### src/rtl/memory_playback.sv
// memory_playback: paced reader for the 64K x 16 sample store, one read per sample period, valid/ready output.
// Optional looping playback is compiled in by defining PLAYBACK_LOOP_EN.
module memory_playback #(
   parameter int unsigned TICK_DIV = 480
) (
   input  logic        clk,
   input  logic        reset_n,
   input  logic        start,
   input  logic        stop,
   input  logic [15:0] end_addr,
   input  logic        loop,
   output logic [15:0] mem_address,
   output logic        mem_rd,
   input  logic [15:0] mem_dataout,
   output logic [15:0] sample,
   output logic        sample_valid,
   input  logic        sample_ready,
   output logic        busy,
   output logic        done,
   output logic        overrun
);

   typedef enum logic [1:0] {ST_IDLE, ST_WAIT, ST_FETCH, ST_CAPTURE} state_t;

   localparam logic [15:0] TICK_LAST = 16'(TICK_DIV - 1);

   state_t      state_q, state_d;
   logic [15:0] addr_q, addr_d;
   logic [15:0] div_q, div_d;
   logic [15:0] end_q, end_d;
   logic [15:0] sample_q, sample_d;
   logic        valid_q, valid_d;
   logic        done_q, done_d;
   logic        overrun_q, overrun_d;
   logic        loop_active;

`ifdef PLAYBACK_LOOP_EN
   assign loop_active = loop;
`else
   logic unused_loop;
   assign unused_loop = loop;
   assign loop_active = 1'b0;
`endif

   always_comb begin
      // NOTE: every next-state signal gets its default first so no path leaves a latch behind.
      state_d   = state_q;
      addr_d    = addr_q;
      div_d     = div_q;
      end_d     = end_q;
      sample_d  = sample_q;
      valid_d   = valid_q && !sample_ready;
      done_d    = 1'b0;
      overrun_d = 1'b0;

      // The divider free-runs while playing so the sample period stays exactly TICK_DIV cycles.
      if (state_q != ST_IDLE) begin
         div_d = (div_q == TICK_LAST) ? 16'd0 : div_q + 16'd1;
      end

      case (state_q)
         ST_WAIT: begin
            if (div_q == TICK_LAST) state_d = ST_FETCH;
         end
         ST_FETCH: begin
            state_d = ST_CAPTURE;
         end
         ST_CAPTURE: begin
            sample_d  = mem_dataout;
            valid_d   = 1'b1;
            overrun_d = valid_q && !sample_ready;
            if (addr_q != end_q) begin
               addr_d  = addr_q + 16'd1;
               state_d = ST_WAIT;
            end else if (loop_active) begin
               addr_d  = 16'd0;
               state_d = ST_WAIT;
            end else begin
               state_d = ST_IDLE;
               done_d  = 1'b1;
            end
         end
         default: ;
      endcase

      // Stop has priority over start; both abandon any capture in flight.
      if (stop) begin
         state_d   = ST_IDLE;
         addr_d    = 16'd0;
         div_d     = 16'd0;
         sample_d  = sample_q;
         valid_d   = 1'b0;
         done_d    = 1'b0;
         overrun_d = 1'b0;
      end else if (start) begin
         state_d   = ST_WAIT;
         end_d     = end_addr;
         addr_d    = 16'd0;
         div_d     = 16'd0;
         sample_d  = sample_q;
         valid_d   = 1'b0;
         done_d    = 1'b0;
         overrun_d = 1'b0;
      end
   end

   always_ff @(posedge clk or negedge reset_n) begin
      if (!reset_n) begin
         state_q   <= ST_IDLE;
         addr_q    <= 16'd0;
         div_q     <= 16'd0;
         end_q     <= 16'd0;
         sample_q  <= 16'd0;
         valid_q   <= 1'b0;
         done_q    <= 1'b0;
         overrun_q <= 1'b0;
      end else begin
         // NOTE: non-blocking assignments so every register samples the pre-edge values.
         state_q   <= state_d;
         addr_q    <= addr_d;
         div_q     <= div_d;
         end_q     <= end_d;
         sample_q  <= sample_d;
         valid_q   <= valid_d;
         done_q    <= done_d;
         overrun_q <= overrun_d;
      end
   end

   assign mem_address  = addr_q;
   assign mem_rd       = (state_q == ST_FETCH) || (state_q == ST_CAPTURE);
   assign busy         = (state_q != ST_IDLE);
   assign sample       = sample_q;
   assign sample_valid = valid_q;
   assign done         = done_q;
   assign overrun      = overrun_q;

endmodule

### config.mk
export PLATFORM = sky130hd
export DESIGN_NAME = memory_playback
export DESIGN_NICKNAME = d
export VERILOG_FILES = /design/src/rtl/memory_playback.sv
export SDC_FILE = /design/constraint.sdc
export NUM_CORES = 1
export LEC_CHECK = 0
export CAP_MARGIN = 10
export CORE_MARGIN = 4
export CORE_UTILIZATION = 41
export CTS_BUF_LIST = sky130_fd_sc_hd__clkbuf_4
export CTS_CLUSTER_DIAMETER = 30
export CTS_CLUSTER_SIZE = 12
export DETAILED_ROUTE_END_ITERATION = 7
export PLACE_DENSITY = 0.71
export SYNTH_ARGS = -nofsm -noshare
export SYNTH_HDL_FRONTEND = slang
export SYNTH_SLANG_ARGS = --single-unit
### constraint.sdc
create_clock -name clk -period 2.16 [get_ports clk]
set_clock_uncertainty 0.1 [all_clocks]
set_input_delay 0.324 -clock clk [delete_from_list [all_inputs] [get_ports clk]]
set_output_delay 0.324 -clock clk [all_outputs]
set_load 0.01 [all_outputs]
==> summary.md <==
| Metric | Value |
|---|---|
| Final-report setup violation count | `0` |
| Top cells by area, synth | `dfrtp_1 51%, mux2_2 11%, xnor2_1 5.2%` |
| Antenna Cells | `0` |
| # clock sinks | `69` |
| Req. time, crit path | `1740 ps` |
| Share of cells above drive strength 1 | `23.7%` |
| Fmax achieved | `477 MHz` |
| CP Capture Type | `primary output` |
| Status | `finished, final reports clean` |
| Simple-Gate Fraction of Synth Area | `15.8%` |
| Compound-Gate Fraction of Synth Area | `10.8%` |
| H-tree depth | `3` |
| Pwr Total | `0.00297 W` |
| FF+latch count, synth | `69` |
| Clock transition at path regs | `110 ps` |
| Vias in the first global route | `2,921` |
| Die W | `98.5 µm` |
| Gpl congestion | `0.805` |
| Max Cap Viol | `0` |
| Leading cell type in the layout, fill and taps excluded | `clkdlybuf4s50_1` |
| Largest family of logic cells by synthesized area | `simple AND/OR/NAND/NOR gates` |
| Filler instances | `678` |
| Critical Path AT | `1670 ps` |
| Critical Path Max Stage Delay | `450 ps` |
| Worst-Skew Late Latency | `400 ps` |
| Fin crit period | `2100 ps` |
| First-pass GRT wire length | `13,900 µm` |
| Crit path cell chain | `buf_4 > ha_4 > or2_2 > dlymetal6s2s_1` |
| Most frequent cells in the layout | `70 x clkdlybuf4s50_1, 67 x dfrtp_1, 36 x buf_4, 32 x mux2_2, 20 x nand2_1` |
| Net Count, Synth | `343` |
| Max-slew violation count | `0` |
| Crit path buffers/inverters | `2` |
| WL per Instance | `15.5 µm` |
| Final #Nets | `457` |
| HP Class | `in2async` |
| Uppermost routed layer | `met4` |
| Startpoint Class | `flip-flop` |
| CP delay by family, top | `flip-flops` |
| TritonCTS clock tree | `built` |
| Initial antenna violation count | `0` |
| Post-synthesis cell area | `0.00336 mm²` |
| Unique masters post-synth | `38` |
| Max clock buf depth | `2` |
| Port Buf Inserts | `73` |
| Post-Synth Adder-Cell Area | `2.24%` |
| Slowest CP cell | `dfrtp_2` |
| Place WS | `9.48 ps` |
| Layout area overhead | `39.4%` |
| Setup ws final | `64.5 ps` |
| Core area | `0.00785 mm²` |
| DR vias/cell | `5.29` |
| Post-synthesis average cell area | `11.2 µm²` |
| Largest net degree at the start of global routing | `70` |
| DIE AREA | `0.00970 mm²` |
| Met2 WL | `3770 µm` |
| Dpl hpwl | `5690 µm` |
| Synth warnings | `0` |
| Sequential area share after synthesis | `51.4%` |
| TritonCTS Buffers | `9` |
| Maximum VDD drop | `0.493 mV` |
| Largest area contributor in the netlist | `dfrtp_1` |
| Post-Synth XOR/XNOR Area | `7.04%` |
| Crit-path max FO | `8` |
| GRT overflow | `0` |
| Tcrit/Tclk final | `97.0%` |
| Post-synthesis mux area share | `10.7%` |
| Met3 wire length | `568 µm` |
| Total number of vias | `2,753` |
| Tightest Pin Transition | `466 ps` |
| Worst Setup SP | `state_q[1]$_DFFE_PN0P_` |
| Initial drt markers | `108` |
| Pleak | `1.94 nW` |
| Post-route DRC | `0` |
| Post-synthesis instance total | `299` |
| Drt pass-1 iters | `4` |
| WS Path Type | `reg2out` |
| Fin. Hold Viols | `0` |
| Std cell rows | `32` |
| M1 wire length | `3660 µm` |
| GR Util All Layers | `17.3%` |
| Starting density of the core | `42.8%` |
| Die height | `98.5 µm` |
| Io pins | `75` |
| Share of Yosys cell area claimed by the top area cell type | `51.4%` |
| Hold_ws | `375 ps` |
| Clock root buffer | `clkbuf_4` |
| Detail Route Antenna Nets | `0` |
| Total Wirelength | `8050 µm` |
| Reg-to-reg critical path startpoint | `div_q[11]$_DFFE_PN0P_` |
| Slew margin rel. | `68.7%` |
| Power per cell area | `634 mW/mm²` |
-- kinds of logic after synthesis --
logic type / after synthesis
adder cells (fa/ha/maj): 6
AO/OA/AOI/OAI: 49
flip-flops: 69
AND/OR/NAND/NOR: 100
multiplexers: 32
buffers and inverters: 16
XOR/XNOR: 27
-- flip-flops by register name, indices dropped and copies added (netlist names) --
signal	flops
overrun	1
mem_address	16
sample_valid	1
done	1
sample	16
div_q	16
end_q	16
state_q	2
-- worst reg2reg max path, delay by kind of cell, from the launching register on --
| family | cells | cell delay (ps) |
|---|---|---|
| AND/OR/NAND/NOR | 3 | 750 |
| buffers and inverters | 2 | 340 |
| flip-flops | 1 | 430 |
| AO/OA/AOI/OAI | 1 | 380 |
-- Yosys cell counts (all sizes together) --
cell and number:
xor2 7, nand4 12, o31a 1, or2 2, and3 4, nand2 20, nand3 13, o31ai 4
dfrtp 69, xnor2 20, nor3 2, a41o 1, mux2 32, and2 3, inv 6, and4 1
a311oi 1, nand2b 1, clkbuf 5, o21a 2, ha 6, o41a 1, o21ai 14, buf 5
a31oi 3, or3 10, nor4 6, o41ai 3, nor2b 1, o211ai 2, nor2 17, a22o 1
nor3b 1, or4 7, a21oi 15, a211oi 1
-- through the flow --
step	instance area [µm²]	utilization, %	setup TNS [ps]	std cells
3_5_place_dp	4410	56.3	0	492
6_report	4680	59.6	0	520
5_1_grt	4680	59.6	-27.8	520
3_3_place_gp	4410	56.3	0	492
4_1_cts	4560	58.1	-197	509
2_1_floorplan	3360	-	0	299
-- where the power goes --
group | internal [W] | switching [W] | total (W)
Clock | 0.000345 | 0.000474 | 0.000819
Sequential | 0.00142 | 0.0000759 | 0.00149
Combinational | 0.000401 | 0.000253 | 0.000654
-- final timing paths --
check	to	slack (ps)	cells past startpoint
min in group clk	sample[2]$_DFFE_PN0P_	420	2
max in group asynchronous	state_q[1]$_DFFE_PN0P_	1250	3
setup reg to reg	div_q[3]$_DFFE_PN0P_	70	6
hold / removal	end_q[6]$_DFFE_PN0P_	370	3
hold reg to reg	sample[12]$_DFFE_PN0P_	420	1
setup / recovery	mem_rd	60	4
-- cell type report --
type,instances,area [µm²],share of cell area (%)
clock buffers,9,67.6,1.44
clock inverters,7,66.3,1.42
inverters,6,22.5,0.481
multi-input cells,214,1600,34.2
flip-flops and latches,69,1730,36.9
well taps,102,128,2.73
repair buffers,113,1070,22.8
-- metal layers --
metal / vias up / track usage, %
met5: - / 0
met3: 6 / 5.59
met1: 1350 / 23.8
met2: 76 / 26.8
met4: 0 / 3.99
li1: 1321 / -
-- what timing repair did --
action,CTS,global route
gates cloned,0,0
pin swaps,0,7
hold buffers,1,0
buffers inserted,0,11
endpoints found under the setup margin,2,30
gates resized for setup,2,8
hold endpoints to repair,69,0
No activity file was read; power rests on OpenSTA's default activity.
==> edit (same settings) <==
The 4 states of `state_t` get a one-hot encoding in 4 bits.
--- a/src/rtl/memory_playback.sv
+++ b/src/rtl/memory_playback.sv
@@ -20,7 +20,7 @@
    output logic        overrun
 );
 
-   typedef enum logic [1:0] {ST_IDLE, ST_WAIT, ST_FETCH, ST_CAPTURE} state_t;
+   typedef enum logic [3:0] {ST_IDLE = 4'b0001, ST_WAIT = 4'b0010, ST_FETCH = 4'b0100, ST_CAPTURE = 4'b1000} state_t;
 
    localparam logic [15:0] TICK_LAST = 16'(TICK_DIV - 1);
 
Behaviour: same outputs for any inputs over 10 cycles, from zero or initial values and one cycle with reset_n low; not proved beyond that.
==> edit against the unedited design <==
Synthesized cell count up 6.7%; non-clock buffer count down 18; critical endpoint is now mem_address[15]; sequential cell count grew 2; synthesized area is 2.1% higher; design area is 2.1% lower; worst setup slack gained 0.021 ns; routed wire length fell by 4.9%.
Power is not compared: it rests on default switching activity, and its combinational part moved more than twofold at a synthesized area within 25%.
==> edit: results (changes against the unedited design) <==
| Metric | Value |
|---|---|
| Status | finished, final reports clean |
| Vias per inst | 5.32 (+0.52%) |
| Global-route usage over all layers | 16.0% (-1.3 points) |
| Mux cell area share after synthesis | 10.8% (+0.073 points) |
| Leak | about 1.8 nW |
| DR pass1 iterations | 4 (unchanged) |
| Slowest cell delay on critical path | 0.57 ns (+0.12 ns) |
| Seq/Total Area, Yosys | 51.9% (+0.45 points) |
| Finished Layout Cells | 519 (-0.19%) |
| RD Place Congestion | 0.825 (+2.5%) |
| Synth cell types | 43 (+13%) |
| Largest net degree at the start of global routing | 45 (-36%) |
| Yosys top cell area share | 51.1% (-0.32 points) |
| Gate Count Post-Synth | 319 (+6.7%) |
| Synth area leaders | dfrtp_1 51%, mux2_2 8.9%, xnor2_1 5.9% |
| Global-route wire length before repair | 12800 um (-8.1%) |
| Vias in the first global route | 2798 (-4.2%) |
| Routed wire length | 7650 um (-4.9%) |
| CTS root buf | clkbuf_4 |
| 1st-iter DRT viols | 117 (+8.3%) |
| Reg2Reg Depth | 5 (-1) |
| Synth Area in Compound Gates | 9.09% (-1.7 points) |
| Most instantiated cells after synthesis | 70 x dfrtp_1, 27 x mux2_2, 23 x xnor2_1 |
| Peak VDD IR | between 0.0003 and 0.0004 V |
| Synth Area in Adders | 0.730% (-1.5 points) |
| Filler cells | 721 (+6.3%) |
| Crit-path slowest cell | or4b_4 |
| Syn nets | 359 (+4.7%) |
| Dpl hpwl | 5540 um (-2.6%) |
| Inst Count DP | 500 (+1.6%) |
| Crit path max fanout | 4 (-4) |
| Relative slew slack | 70.8% (+2.2 points) |
| Area post-placement | 0.00441 mm^2 (about the same) |
==> edit: timing repair <==
| action | CTS | global route |
|---|---|---|
| resized for setup | 5 | 4 |
| setup buffers | 0 | 2 |
| hold endpoints to repair | 17 | 0 |
| pin swaps | 0 | 2 |
| endpoints found under the setup margin | 2 | 12 |
| hold buffers | 1 | 0 |
==> edit: layer usage <==
| metal | track usage (%) | vias to the layer above | part of all wire, % |
|---|---|---|---|
| met4 | 6.41 | 0 | 1.3 |
| met2 | 27.3 | 79 | 50 |
| met1 | 19.0 | 1341 | 42 |
| li1 | - | 1334 | - |
| met5 | 0 | - | 0 |
| met3 | 4.42 | 8 | 6.4 |
==> edit: worst paths after layout <==
check,slack (ns),endpoint,from
worst max register to register,0.09,mem_address[15],state_q[1]
max in group asynchronous,0.96,done,reset_n
worst min register to register,0.41,sample[3],sample[3]
min in group clk,0.39,sample[3],mem_dataout[3]
worst max-delay path,0.09,mem_address[15],state_q[1]
worst min-delay path,0.27,mem_address[12],reset_n
==> edit: power by group <==
| part | internal [W] | switching (W) | leakage [nW] |
|---|---|---|---|
| clock | 0.000355 | 0.000490 | 0.0704 |
| combinational | 0.000164 | 0.000113 | 0.811 |
| sequential | 0.00138 | 0.0000366 | 0.950 |
| total | 0.00190 | 0.000640 | 1.83 |
==> edit: layout make-up <==
| cell class | instances | share of cell area (%) |
|---|---|---|
| well taps | 105 | 2.87 |
| multi-input cells | 226 | 34.4 |
| flip-flops and latches | 71 | 38.8 |
| clock inverters | 7 | 1.56 |
| repair buffers | 95 | 20.5 |
| inverters | 6 | 0.492 |
| clock buffers | 9 | 1.47 |
==> edit: worst max-delay path: cells and delay by family, from the launching register on <==
family | cells | cell delay [ns]
compound gates | 1 | 0.15
simple gates | 4 | 1.34
flops | 1 | 0.42
